**config.mk**
```make
export PLATFORM = sky130hd
export DESIGN_NAME = uart_tx_arbiter
export DESIGN_NICKNAME = d
export VERILOG_FILES = /design/src/rtl/uart_arb_pkg.sv /design/src/rtl/uart_rr_select.sv /design/src/rtl/uart_tx_arbiter.sv
export SDC_FILE = /design/constraint.sdc
export NUM_CORES = 1
export LEC_CHECK = 0
export ABC_AREA = 1
export BUFFER_PORTS_ARGS = -buffer_cell sky130_fd_sc_hd__clkbuf_2
export CORE_MARGIN = 3
export CORE_UTILIZATION = 52
export DETAILED_ROUTE_END_ITERATION = 16
export PLACE_DENSITY = 0.89
export SKIP_CTS_REPAIR_TIMING = 1
export SYNTH_ARGS = -nofsm -noshare
export SYNTH_HDL_FRONTEND = slang
export SYNTH_SLANG_ARGS = --single-unit
```
**constraint.sdc**
```tcl
create_clock -name CLK -period 3.11 [get_ports CLK]
set_input_delay 0.1555 -clock CLK [delete_from_list [all_inputs] [get_ports CLK]]
set_output_delay 0.1555 -clock CLK [all_outputs]
set_load 0.01 [all_outputs]
```
**src/rtl/uart_arb_pkg.sv**
```systemverilog
// ----------------------------------------------------------------------------
// uart_arb_pkg
// Shared definitions for the UART transmit arbiter:
//   - state_t   : arbiter FSM states (IDLE, XFER)
//   - BURST_W   : width of the per-grant byte counter
//   - IDLE_W    : width of the owner-idle cycle counter
//   - PTR_W     : width of the round-robin pointer (covers up to 8 requesters)
//   - clog2()   : ceiling log2, minimum 1, for elaboration-time sizing
// ----------------------------------------------------------------------------
package uart_arb_pkg;

  typedef enum logic {
    IDLE = 1'b0,
    XFER = 1'b1
  } state_t;

  localparam int BURST_W = 8;
  localparam int IDLE_W  = 16;
  localparam int PTR_W   = 3;

  // Ceiling log2 with a floor of 1 so a 2-entry range still gets one bit.
  function automatic int clog2(input int value);
    int result;
    result = 1;
    for (int i = 1; i < 31; i++) begin
      if ((1 << i) < value) begin
        result = i + 1;
      end
    end
    return result;
  endfunction

endpackage

```
**src/rtl/uart_rr_select.sv**
```systemverilog
// ----------------------------------------------------------------------------
// uart_rr_select
// Purely combinational round-robin pick. Starting at ptr and walking upward
// with wrap-around, the first asserted request wins.
// Ports:
//   req   in  NUM_REQ  request vector
//   ptr   in  PTR_W    search start index (always below NUM_REQ)
//   pick  out NUM_REQ  one-hot winner, all zero when nothing requests
//   valid out 1        at least one request is asserted
// ----------------------------------------------------------------------------
module uart_rr_select
  import uart_arb_pkg::*;
#(
  parameter int NUM_REQ = 4
) (
  input  logic [NUM_REQ-1:0] req,
  input  logic [PTR_W-1:0]   ptr,
  output logic [NUM_REQ-1:0] pick,
  output logic               valid
);

  // Candidate index for search step k is ptr + k, folded back below NUM_REQ.
  // Comparing the candidate against every position avoids indexing req with
  // a wider-than-needed index.
  logic [PTR_W:0] cand;

  always_comb begin
    pick  = '0;
    valid = 1'b0;
    cand  = '0;
    for (int k = 0; k < NUM_REQ; k++) begin
      cand = {1'b0, ptr} + (PTR_W + 1)'(k);
      if (cand >= (PTR_W + 1)'(NUM_REQ)) begin
        cand = cand - (PTR_W + 1)'(NUM_REQ);
      end
      for (int i = 0; i < NUM_REQ; i++) begin
        if (!valid && req[i] && (cand == (PTR_W + 1)'(i))) begin
          pick[i] = 1'b1;
          valid   = 1'b1;
        end
      end
    end
  end

endmodule

```
**src/rtl/uart_tx_arbiter.sv**
```systemverilog
// ----------------------------------------------------------------------------
// uart_tx_arbiter
// Shares one UART transmitter byte port among NUM_REQ requesters. A grant is
// held for a whole packet (ended by the owner's LAST flag), but is forced off
// after MAX_BURST bytes or after IDLE_TIMEOUT cycles of the owner not
// presenting data, so no requester can starve the others.
//
// Handshake: a byte moves on any cycle where valid and ready are both high
// at the rising clock edge. A source holds data/last stable while valid is
// high and ready is low; valid is never withdrawn by the arbiter's datapath
// depending on ready (DIN_VLD has no path from DIN_RDY). REQ_RDY[i] is the
// owner's copy of DIN_RDY and is combinational from it.
//
// Ports:
//   CLK, RST_N       clock, asynchronous active-low reset
//   REQ_DATA         byte of requester i in bits [8*i+7:8*i]
//   REQ_VLD/REQ_LAST per-requester valid and end-of-packet flag
//   REQ_RDY          per-requester accept strobe (owner only)
//   DIN/DIN_VLD      byte and valid toward the UART transmitter
//   DIN_RDY          UART transmitter ready
//   GRANT            one-hot owner, zero when idle
//   BUSY             a grant is active
//   TIMEOUT_EVT      one-cycle pulse in the first IDLE cycle after a
//                    timeout release
//   DBG_STATE        FSM state (0 = IDLE, 1 = XFER)
//   DBG_RR_PTR       round-robin search start pointer
// ----------------------------------------------------------------------------
module uart_tx_arbiter
  import uart_arb_pkg::*;
#(
  parameter int NUM_REQ      = 4,
  parameter int MAX_BURST    = 64,
  parameter int IDLE_TIMEOUT = 1024
) (
  input  logic                 CLK,
  input  logic                 RST_N,
  input  logic [8*NUM_REQ-1:0] REQ_DATA,
  input  logic [NUM_REQ-1:0]   REQ_VLD,
  input  logic [NUM_REQ-1:0]   REQ_LAST,
  output logic [NUM_REQ-1:0]   REQ_RDY,
  output logic [7:0]           DIN,
  output logic                 DIN_VLD,
  input  logic                 DIN_RDY,
  output logic [NUM_REQ-1:0]   GRANT,
  output logic                 BUSY,
  output logic                 TIMEOUT_EVT,
  output logic                 DBG_STATE,
  output logic [PTR_W-1:0]     DBG_RR_PTR
);

  localparam int                 IDX_W      = clog2(NUM_REQ);
  localparam logic [BURST_W-1:0] BURST_LAST = BURST_W'(MAX_BURST - 1);
  localparam logic [IDLE_W-1:0]  IDLE_LAST  = IDLE_W'(IDLE_TIMEOUT - 1);
  localparam logic [PTR_W-1:0]   PTR_MAX    = PTR_W'(NUM_REQ - 1);

  // Reject parameter sets the counters and pointer cannot represent.
  if (NUM_REQ < 2 || IDX_W > PTR_W || MAX_BURST < 1 || MAX_BURST > 255 ||
      IDLE_TIMEOUT < 1 || IDLE_TIMEOUT > 65535) begin : g_param_check
    $error("uart_tx_arbiter: parameter out of legal range");
  end

  // --------------------------------------------------------------------------
  // Registers
  // --------------------------------------------------------------------------
  state_t               state;
  logic [NUM_REQ-1:0]   grant;
  logic [PTR_W-1:0]     owner_idx;
  logic [PTR_W-1:0]     rr_ptr;
  logic [BURST_W-1:0]   burst_cnt;
  logic [IDLE_W-1:0]    idle_cnt;
  logic                 timeout_evt;

  // --------------------------------------------------------------------------
  // Arbitration pick
  // --------------------------------------------------------------------------
  logic [NUM_REQ-1:0] pick;
  logic               pick_vld;
  logic [PTR_W-1:0]   pick_idx;

  uart_rr_select #(
    .NUM_REQ (NUM_REQ)
  ) u_rr_select (
    .req   (REQ_VLD),
    .ptr   (rr_ptr),
    .pick  (pick),
    .valid (pick_vld)
  );

  always_comb begin
    pick_idx = '0;
    for (int i = 0; i < NUM_REQ; i++) begin
      if (pick[i]) begin
        pick_idx = PTR_W'(i);
      end
    end
  end

  // --------------------------------------------------------------------------
  // Datapath, steered by the registered grant
  // --------------------------------------------------------------------------
  logic [7:0] owner_data;
  logic       owner_vld;
  logic       owner_last;
  logic       xfer;
  logic [PTR_W-1:0] next_ptr;

  // A zero grant leaves owner_data at 8'h00, so DIN is quiet while idle.
  always_comb begin
    owner_data = 8'h00;
    for (int i = 0; i < NUM_REQ; i++) begin
      if (grant[i]) begin
        owner_data = REQ_DATA[8*i +: 8];
      end
    end
  end

  assign owner_vld  = |(REQ_VLD & grant);
  assign owner_last = |(REQ_LAST & grant);
  assign xfer       = owner_vld & DIN_RDY;
  assign next_ptr   = (owner_idx == PTR_MAX) ? '0 : owner_idx + 1'b1;

  // --------------------------------------------------------------------------
  // Arbiter FSM
  // --------------------------------------------------------------------------
  always_ff @(posedge CLK or negedge RST_N) begin
    if (!RST_N) begin
      state       <= IDLE;
      grant       <= '0;
      owner_idx   <= '0;
      rr_ptr      <= '0;
      burst_cnt   <= '0;
      idle_cnt    <= '0;
      timeout_evt <= 1'b0;
    end else begin
      timeout_evt <= 1'b0;
      case (state)
        IDLE: begin
          if (pick_vld) begin
            grant     <= pick;
            owner_idx <= pick_idx;
            burst_cnt <= '0;
            idle_cnt  <= '0;
            state     <= XFER;
          end
        end

        XFER: begin
          if (xfer) begin
            // A transfer wins over a timeout landing in the same cycle.
            burst_cnt <= burst_cnt + 1'b1;
            idle_cnt  <= '0;
            if (owner_last || (burst_cnt == BURST_LAST)) begin
              grant  <= '0;
              rr_ptr <= next_ptr;
              state  <= IDLE;
            end
          end else if (!owner_vld) begin
            if (idle_cnt == IDLE_LAST) begin
              grant       <= '0;
              rr_ptr      <= next_ptr;
              state       <= IDLE;
              timeout_evt <= 1'b1;
            end else if (idle_cnt != '1) begin
              idle_cnt <= idle_cnt + 1'b1;
            end
          end
        end

        default: begin
          state <= IDLE;
        end
      endcase
    end
  end

  // --------------------------------------------------------------------------
  // Outputs
  // --------------------------------------------------------------------------
  assign REQ_RDY     = grant & {NUM_REQ{DIN_RDY}};
  assign DIN         = owner_data;
  assign DIN_VLD     = owner_vld;
  assign GRANT       = grant;
  assign BUSY        = (state == XFER);
  assign TIMEOUT_EVT = timeout_evt;
  assign DBG_STATE   = (state == XFER);
  assign DBG_RR_PTR  = rr_ptr;

endmodule

```
==> metrics.md <==
| Metric | Value |
|---|---|
| Overall Global Routing Usage | 24.1% |
| Worst Setup End Kind | flop |
| Slowest cell on the critical path | dfrtp_1 |
| Failing checks | hold timing |
| Num CTS Buffers | 5 |
| CP cell instances | nand2_1, inv_1, ha_1, inv_1, nand2_1, nand2_1, inv_1, nor2_1, nand4_1, nor2_1, nand4_1, nor2_1, nand4_1, nand2_1, inv_1, nand2_1, nand2_1 |
| Clock Latency Late Sink | 0.29 ns |
| Initial antenna violation count | 0 |
| Die span in x | 78.7 µm |
| Critical path class | flop to flop |
| Clock Path Buffers | 2 |
| Total power | ~2.6 mW |
| Synth area leader | dfrtp_1 |
| Run status | finished with violations |
| P_leak | 1.73 nW |
| Worst Slack Setup Final | 0.368 ns |
| Fmax | roughly 360 MHz |
| Vias in the first global route | 2772 |
| Rel. slew slack | 42.0% |
| # IOs | 66 |
| Clk root buf | clkbuf_8 |
| RSZ-0062 raised after global routing | false |
| CP required | 3.28 ns |
| Peak VDD IR | 0.552 mV |
| Mapped Area | 2750 µm² |
| CTS Sinks | 34 |
| Die Ht | 78.7 µm |
| Post-synthesis cell count | between 400 and 500 |
| Cell total after placement | 532 |
| Global-route wire length before repair | 12200 µm |
| Number of fill cells | roughly 430 |
| Setup TNS | 0 ns |
| Largest net degree at the start of global routing | 35 |
| Worst-path clk slew | ~0.070 ns |
| Crit-path max cell delay | 0.47 ns |
| Max cap viols | 0 |
| Synth warn | 0 |
| Sequential-to-total area share from yosys stat | 30.9% |
| Startpoint types | flop |
| TritonCTS clock tree | yes |
| Post-synthesis area per instance | roughly 6.7 µm² |
| Drt pass-1 iters | 4 |
| Critical Path AT | 2.91 ns |
| Iteration-0 DRC Markers | 238 |
| Die area | 6200 µm² |
| GPL Wtd Cong | 0.930 |
| Core Footprint | 4910 µm² |
| Post-route clock period utilization | 88.2% |
| Min-Delay Path Class | primary input to asynchronous set/reset pin |
| Vias | around 3000 |
| Drt total wl | around 7200 µm |
| CP max FO | 11 |
| Number of synthesized register bits | 34 |
| Starting density of the core | 56.0% |
| Rows | 25 |
| Pwr/cell area | 821 nW/µm² |
| Max-slew violations | 0 |
| Final Hold Viols | 34 |
| Post-route minimum period | between 2 and 3 ns |
| Post-route insts no fill | 539 |
| Final ANT Viol Nets | 0 |
| Top cell type's share of synthesized area | between 30% and 40% |
| Register area | 851 µm² |
| P&R area growth vs syn | 17.1% |
| Synth area leaders | dfrtp_1 31%, nand2_1 14%, nand3_1 8.6% |
| CTS H-tree lvls | 2 |
| Global route overflow | 0 |
| Area of the multi-input gates | 1630 µm² |
| CP most frequent cell | nand2_1 |
| Final hold slack | -0.0273 ns |
| Remaining DRCs | 0 |
| Ant diodes | 0 |
| Worst-margin pin slew | 0.870 ns |
| Placement Setup Slack | roughly 0.50 ns |
| Vias/cell | around 5.5 |
| Hpwl dp | 5450 µm |
| Buffers on Ports | 64 |
| Post-DR wirelength/cell | 13.4 µm |
| Final setup viols | 0 |
| Library cells used by synthesis | 36 |
| Fraction of layout cells with a size suffix above 1 | 21.6% |
| Setup Skew | roughly 0.0078 ns |
| Final net count | 522 |
cells by family after synthesis:
| family | share of synthesized area, % |
|---|---|
| buf+inv | 10.3 |
| flops | 30.9 |
| xor+xnor | 4.46 |
| simple gates | 42.8 |
| other cells | 0.273 |
| fa+ha+maj | 3.18 |
| compound gates | 8.10 |
state kept, by name, summed over array words and instances (netlist names):
register / cells
burst_cnt: 8
DBG_RR_PTR: 2
GRANT: 4
TIMEOUT_EVT: 1
idle_cnt: 16
BUSY: 1
owner_idx: 2
worst paths after layout:
check | startpoint | end | slack, ns | cells after the start
setup / recovery | DBG_RR_PTR[1] | owner_idx[0] | 0.37 | 17
hold / removal | RST_N | TIMEOUT_EVT | -0.03 | 1
setup reg to reg | DBG_RR_PTR[1] | owner_idx[0] | 0.37 | 17
hold reg to reg | owner_idx[0] | owner_idx[0] | 0.52 | 2
max in group asynchronous | RST_N | burst_cnt[4] | 2.59 | 1
min in group CLK | REQ_LAST[0] | BUSY | 0.34 | 6
worst max-delay path, delay by kind of cell, from the launching register on:
family,cells,cell delay [ns]
flops,1,0.47
fa+ha+maj,1,0.20
simple gates,12,1.62
buf+inv,4,0.33
cells in the final DEF, fill, tap and decap left out, types with 2 or more instances in the layout:
cell      count
nand2_1     105
clkbuf_2     64
nor2_1       50
inv_1        47
nand3_1      47
dfrtp_1      34
nor3_1       14
nand2_2      12
xor2_1       11
o31ai_1      10
nand4_1       9
a221oi_1      8
ha_1          7
clkbuf_8      6
o21ai_0       5
conb_1        5
nor4_1        4
a21oi_1       4
buf_4         4
nor2_2        3
inv_2         3
nand4_2       3
xnor2_1       3
clkinv_1      2
nor3b_1       2
nor2_4        2
Yosys cell counts:
master	n
clkbuf_1	6
xnor2_1	3
buf_1	1
nand2_1	105
clkinv_1	2
o21ai_2	1
nor4_1	4
a21oi_1	4
buf_4	2
buf_6	1
nor3b_1	2
o21ai_0	5
nand4_2	3
conb_1	2
nand3_1	47
nor2_4	2
o221ai_1	1
buf_12	1
a22o_1	1
o31ai_1	10
buf_2	3
nor2_2	3
nor3_1	14
inv_1	47
nand4_1	9
nand2_2	12
ha_1	7
nand3_4	1
dfrtp_1	34
nor2_1	50
nand2_4	1
o22ai_1	1
xor2_1	11
inv_2	3
a221oi_1	8
nor3_2	1
through the flow:
stage / utilization [%] / instance area, µm² / hold WS (ns)
5_1_grt: 65.6 / 3220 / 0.0226
3_3_place_gp: 63.3 / 3110 / 0.294
2_1_floorplan: - / 2760 / -0.140
3_5_place_dp: 63.3 / 3110 / 0.301
4_1_cts: 65.6 / 3220 / -0.00157
6_report: 65.6 / 3220 / -0.0273
cell type report:
cell class                 count  share of cell area [%]
sequential                    34                    26.4
clock inverter                 1                   0.932
inverter                      52                    6.06
tap                           67                    2.60
clock buffer                   6                    2.56
multi-input combinational    311                    50.5
timing repair buffer          68                    10.9
power by group:
| part | total (mW) | switching, mW | internal [mW] | leakage, nW |
|---|---|---|---|---|
| Clock | 0.413 | 0.157 | 0.256 | 0.0573 |
| Sequential | 0.699 | 0.155 | 0.544 | 0.455 |
| Combinational | 1.53 | 1.00 | 0.530 | 1.21 |
| Total | 2.64 | 1.31 | 1.33 | 1.73 |
routing by layer:
layer | global-route usage [%] | part of all wire, % | vias to the layer above
met5 | 0 | 0 | -
met2 | 41.9 | 50 | 125
met1 | 30.4 | 42 | 1357
met3 | 4.88 | 6.7 | 14
li1 | - | - | 1454
met4 | 6.12 | 1.4 | 0
(Power assumes the default switching activity.)
